## config.mk

```make
export PLATFORM = sky130hd
export DESIGN_NAME = water_level_matrix_driver
export DESIGN_NICKNAME = d
export VERILOG_FILES = /design/src/rtl/water_level_matrix_driver.sv
export SDC_FILE = /design/constraint.sdc
export NUM_CORES = 1
export LEC_CHECK = 0
export ABC_AREA = 1
export BUFFER_PORTS_ARGS = -buffer_cell sky130_fd_sc_hd__buf_2
export CELL_PAD_IN_SITES_DETAIL_PLACEMENT = 1
export CELL_PAD_IN_SITES_GLOBAL_PLACEMENT = 2
export CORE_MARGIN = 3
export CORE_UTILIZATION = 30
export CTS_CLUSTER_DIAMETER = 30
export DETAILED_ROUTE_END_ITERATION = 10
export PLACE_DENSITY = 0.74
export SKIP_CTS_REPAIR_TIMING = 1
export SLEW_MARGIN = 20
export SYNTH_ARGS = -nofsm -noshare
export SYNTH_HDL_FRONTEND = slang
export SYNTH_SLANG_ARGS = --single-unit
```

## constraint.sdc

```tcl
create_clock -name clk -period 1.8 [get_ports clk]
set_clock_uncertainty 0.15 [all_clocks]
set_input_delay 0.18 -clock clk [delete_from_list [all_inputs] [get_ports clk]]
set_output_delay 0.18 -clock clk [all_outputs]
set_load 0.03 [all_outputs]
```

## src/rtl/water_level_matrix_driver.sv

```systemverilog
`default_nettype none
// ============================================================================
// Module   : water_level_matrix_driver
// Function : Column-scanned LED matrix driver showing a tank border plus a
//            bottom-up fill bar. Critical-level blinking is built only when
//            WATER_LEVEL_BLINK_EN is defined.
// Revision : 1.0 - initial release
// ============================================================================
module water_level_matrix_driver #(
  parameter int ROWS         = 7,
  parameter int COLS         = 5,
  parameter int LEVEL_W      = 2,
  parameter int SCAN_DIV     = 1000,
  parameter int BLINK_FRAMES = 50
) (
  input  logic               clk,
  input  logic               reset,
  input  logic [LEVEL_W-1:0] level,
  input  logic               level_valid,
  output logic [COLS-1:0]    col_sel,
  output logic [ROWS-1:0]    row,
  output logic               frame_start
);

  localparam int SCAN_W    = (SCAN_DIV > 1) ? $clog2(SCAN_DIV) : 1;
  localparam int COL_W     = $clog2(COLS);
  localparam int FILL_W    = (ROWS > 1) ? $clog2(ROWS) : 1;
  localparam int PROD_W    = LEVEL_W + FILL_W;
  localparam int MAX_LEVEL = (1 << LEVEL_W) - 1;

  logic [SCAN_W-1:0]  scan_cnt_q, scan_cnt_d;
  logic [COL_W-1:0]   col_idx_q, col_idx_d;
  logic [LEVEL_W-1:0] pending_q, pending_d;
  logic [LEVEL_W-1:0] disp_q, disp_d;
  logic [COLS-1:0]    col_sel_q, col_sel_d;
  logic [ROWS-1:0]    row_q, row_d;
  logic               frame_start_q, frame_start_d;

  logic               advance;
  logic               frame_end;
  logic               blink_phase;
  logic [PROD_W-1:0]  prod;
  logic [FILL_W-1:0]  fill;
  logic [ROWS-1:0]    fill_mask;
  logic               is_border;
  logic               blank;

  always_comb begin
    advance    = (scan_cnt_q == SCAN_W'(SCAN_DIV - 1));
    frame_end  = advance && (col_idx_q == COL_W'(COLS - 1));
    scan_cnt_d = advance ? '0 : scan_cnt_q + 1'b1;
    col_idx_d  = col_idx_q;
    if (advance) begin
      col_idx_d = frame_end ? '0 : col_idx_q + 1'b1;
    end
    pending_d  = level_valid ? level : pending_q;
    // The image only changes at a frame boundary so a frame never tears.
    disp_d     = frame_end ? pending_q : disp_q;
  end

`ifdef WATER_LEVEL_BLINK_EN
  localparam int BLINK_W = (BLINK_FRAMES > 1) ? $clog2(BLINK_FRAMES) : 1;

  logic [BLINK_W-1:0] blink_cnt_q, blink_cnt_d;
  logic               blink_phase_q, blink_phase_d;

  always_comb begin
    blink_cnt_d   = blink_cnt_q;
    blink_phase_d = blink_phase_q;
    if (frame_end) begin
      if (blink_cnt_q == BLINK_W'(BLINK_FRAMES - 1)) begin
        blink_cnt_d   = '0;
        blink_phase_d = ~blink_phase_q;
      end else begin
        blink_cnt_d   = blink_cnt_q + 1'b1;
      end
    end
  end

  always_ff @(posedge clk) begin
    if (reset) begin
      blink_cnt_q   <= '0;
      blink_phase_q <= 1'b0;
    end else begin
      blink_cnt_q   <= blink_cnt_d;
      blink_phase_q <= blink_phase_d;
    end
  end

  assign blink_phase = blink_phase_q;
`else
  assign blink_phase = 1'b0;
`endif

  // Floor-scaled fill height; row 0 is always lit so level 0 still shows a bar.
  always_comb begin
    prod      = PROD_W'(disp_q) * PROD_W'(ROWS - 1);
    fill      = FILL_W'(prod / PROD_W'(MAX_LEVEL));
    fill_mask = '0;
    for (int r = 0; r < ROWS; r++) begin
      fill_mask[r] = (FILL_W'(r) <= fill);
    end
    is_border     = (col_idx_q == '0) || (col_idx_q == COL_W'(COLS - 1));
    blank         = blink_phase && (disp_q == '0);
    col_sel_d     = COLS'(1) << col_idx_q;
    row_d         = is_border ? '1 : (blank ? '0 : fill_mask);
    frame_start_d = (col_idx_q == '0) && (scan_cnt_q == '0);
  end

  always_ff @(posedge clk) begin
    if (reset) begin
      scan_cnt_q    <= '0;
      col_idx_q     <= '0;
      pending_q     <= '0;
      disp_q        <= '0;
      col_sel_q     <= '0;
      row_q         <= '0;
      frame_start_q <= 1'b0;
    end else begin
      scan_cnt_q    <= scan_cnt_d;
      col_idx_q     <= col_idx_d;
      pending_q     <= pending_d;
      disp_q        <= disp_d;
      col_sel_q     <= col_sel_d;
      row_q         <= row_d;
      frame_start_q <= frame_start_d;
    end
  end

  assign col_sel     = col_sel_q;
  assign row         = row_q;
  assign frame_start = frame_start_q;

endmodule
`default_nettype wire

```

==> out/qor.yml <==
synth:
  yosysSeqAreaShare: 0.3961
  ys_ff_latch: 28
  synth-main-ff-cell: "dfxtp_1"
  synth_edf_count: 0
  synth_commonest_cells: "30 x nand2_1, 28 x dfxtp_1, 24 x inv_1, 23 x nor2_1, 11 x ha_1"
  synth_top_area_cell: "dfxtp_1"
  yosys_warnings: 0
  netlist_top_cells_area: "dfxtp_1 40%, ha_1 9.7%, nand2_1 8.0%"
  ys_async_sr_fraction: 0
  synthCells: 178
  synth_area_per_cell_um2: 7.950
  yosysMostFrequentCell: "nand2_1"
  synth_area_um2: 1415
  synth_top_area_frac: 0.3961
  ys_types: 27
  syn_nets: 194
run_status:
  status: "complete, no violations"
timing:
  hold_viol: 0
  worstMarginPinSlew_ns: 0.3004
  finalCritPeriodShare: 0.9712
  setup_viol: 0
  maxSlewViolCount: 0
  rsz0062_at_grt: "true"
  fin_crit_ns: 1.748
  fmax_mhz: 572.0
  setup-tns-final_ns: 0
  whs_ns: 0.01792
  slew-limit-headroom: 0.7979
critical_path:
  cp.required_ns: 1.82
  cp_slowest_cell: "dfxtp_4"
  end_kind: "register"
  timing.critical_path.arrival_ns: 1.77
  crit_type: "reg -> reg"
  path_cells: "inv_4, ha_4, inv_2, nand2_2, and2_4, ha_4, inv_2, nand2_1, nor2_1, nand2_1, nand2_1, nand2_1"
  critPathMostFrequentCell: "nand2_1"
  setup.worst_path.start_class: "register"
  critPathMaxFanout: 4
  critical_path.max_stage_delay_ns: 0.41
clock_tree:
  cts_buffers: 3
  cts_tree: "done"
  worst_skew_pair.late_latency_ns: 0.28
  clk_pin_slew_ns: 0.09
  root_buffer: "clkbuf_8"
  htreeDepth: 1
  clock_sinks: 28
  cts_max_path_buffers: 2
die:
  initial_core_util: 0.3184
  io_pins: 18
  die_w_um: 74.68
  row_count: 24
  die_y_um: 74.68
  floorplan.core_area_um2: 4444
  die_area_um2: 5577
global_route:
  grt_max_degree: 17
  grt_pass1_vias: 1219
  antenna_found_initial: 0
  globalRouteOverflowTotal: 0
  grt_first_pass_wirelength_mm: 5.471
  grt_use_total: 0.1240
pwr:
  pwr-share-seq: 0.550
  p_comb_frac: 0.075
  ir_drop_mv: 0.3269
  p_per_area_nw_per_um2: 665.1
  p_leak_uw: 0.0007979
  p_clk_frac: 0.375
  netSwitchingFraction: 0.2283
  p_sw_uw: 267.4
  intPower_uw: 904.2
drt:
  drt-total-wl_mm: 3.273
  dr.pass1.iters: 4
  drcViolationCount: 0
  drt-initial-drc-count: 27
  antenna_left: 0
  via_count: 1175
  viasPerCell: 4.572
  wl_per_cell_um: 12.74
placement:
  placed_cells: 250
  dp_hpwl_mm: 2.587
  gp_congestion: 0.8068
  io_buffers: 17
cells_and_area:
  fin_nets: 222
  num_antenna_cells: 0
  fin_cells: 257
  drive_gt1_frac: 0.3171
  postLayoutCoreUtil: 0.3964
  areaGrowthSynthToFinish_pct: 24.49
flow_run:
  cap_viol_max_count: 0
hold_path:
  min_path_type: "in -> reg"
path summary, 6_finish.rpt:
| kind | cells past startpoint | slack [ns] | end | from |
|---|---|---|---|---|
| setup / recovery | 12 | 0.05 | row[3]$_SDFF_PP0_ | disp_q[1]$_SDFFE_PP0P_ |
| hold / removal | 2 | 0.02 | row[2]$_SDFF_PP0_ | reset |
| hold reg to reg | 1 | 0.32 | col_sel[1]$_SDFF_PP0_ | col_idx_q[1]$_SDFFE_PP0N_ |
| setup reg to reg | 12 | 0.05 | row[3]$_SDFF_PP0_ | disp_q[1]$_SDFFE_PP0P_ |
sequential cells by signal, summed over array words and instances (netlist names):
name,flops
row,5
col_idx_q,3
frame_start,1
scan_cnt_q,10
col_sel,5
disp_q,2
pending_q,2
through the flow:
stage	total power, uW	cell area [um^2]	setup WS (ns)
after floorplan	719.1	1421	0.0007617
after global placement	743.1	1594	-0.01810
after detailed placement	746.5	1594	-0.07452
after CTS	1188	1660	-0.09501
after global routing	1225	1762	-0.03708
final	1172	1762	0.05179
worst max-delay path: cells and delay by family (launching register included):
family / cells / cell delay [ns]
flops: 1 / 0.41
fa+ha+maj: 2 / 0.47
simple gates: 7 / 0.48
buf+inv: 3 / 0.14
cell type report:
class | instances | area, um^2
Tap cell | 52 | 65.06
Fill cell | 538 | 2683
Timing Repair Buffer | 25 | 150.1
Sequential cell | 28 | 568.0
Clock buffer | 4 | 66.31
Multi-Input combinational cell | 119 | 795.8
Inverter | 29 | 116.4
power groups by stage:
| stage | Sequential, uW | Combinational (uW) | Clock (uW) |
|---|---|---|---|
| 2_1_floorplan | 678 | 41.3 | 0 |
| 3_3_place_gp | 660 | 83.5 | 0 |
| 3_5_place_dp | 660 | 86.1 | 0 |
| 4_1_cts | 646 | 86.5 | 455 |
| 5_1_grt | 647 | 98.8 | 479 |
| 6_report | 644 | 87.8 | 440 |
layer usage:
metal	up-vias	part of all wire	track usage
met3	2	0.032	0.02136
li1	618	-	-
met5	-	0	0
met1	538	0.50	0.1721
met4	0	0.0037	0.02964
met2	17	0.46	0.2010
logic make-up (layout without fill, tap and decap cells):
kind of cell	count (synthesis)	after routing	synth area share
DFF	28	28	0.3961
and+or+nand+nor	93	93	0.3572
AOI/OAI and AO/OA	12	12	0.04333
adders and majority gates	11	11	0.09726
buffers and inverters	31	58	0.08753
xor gates and xnor gates	3	3	0.01857
layout by cell type, fill, tap and decap left out, types with 2 or more instances in the layout:
cell type      synthesis  final
nand2_1               30     27
dfxtp_1               28     26
nor2_1                23     23
inv_1                 24     18
buf_2                  0     17
inv_2                  4      8
nor3_1                 7      7
a21oi_1                7      7
ha_1                  11      7
nand3_1                6      6
buf_4                  2      6
nand2_2                2      5
nand4_1                5      5
o21ai_0                4      4
nor3_2                 4      4
ha_4                   0      4
nand3_2                3      3
xor2_1                 3      3
clkbuf_8               0      3
nor2_4                 1      2
nand2_4                2      2
nor4_1                 2      2
nor2_2                 3      2
dfxtp_4                0      2
dlygate4sd3_1          0      2
(Power assumes the default switching activity.)
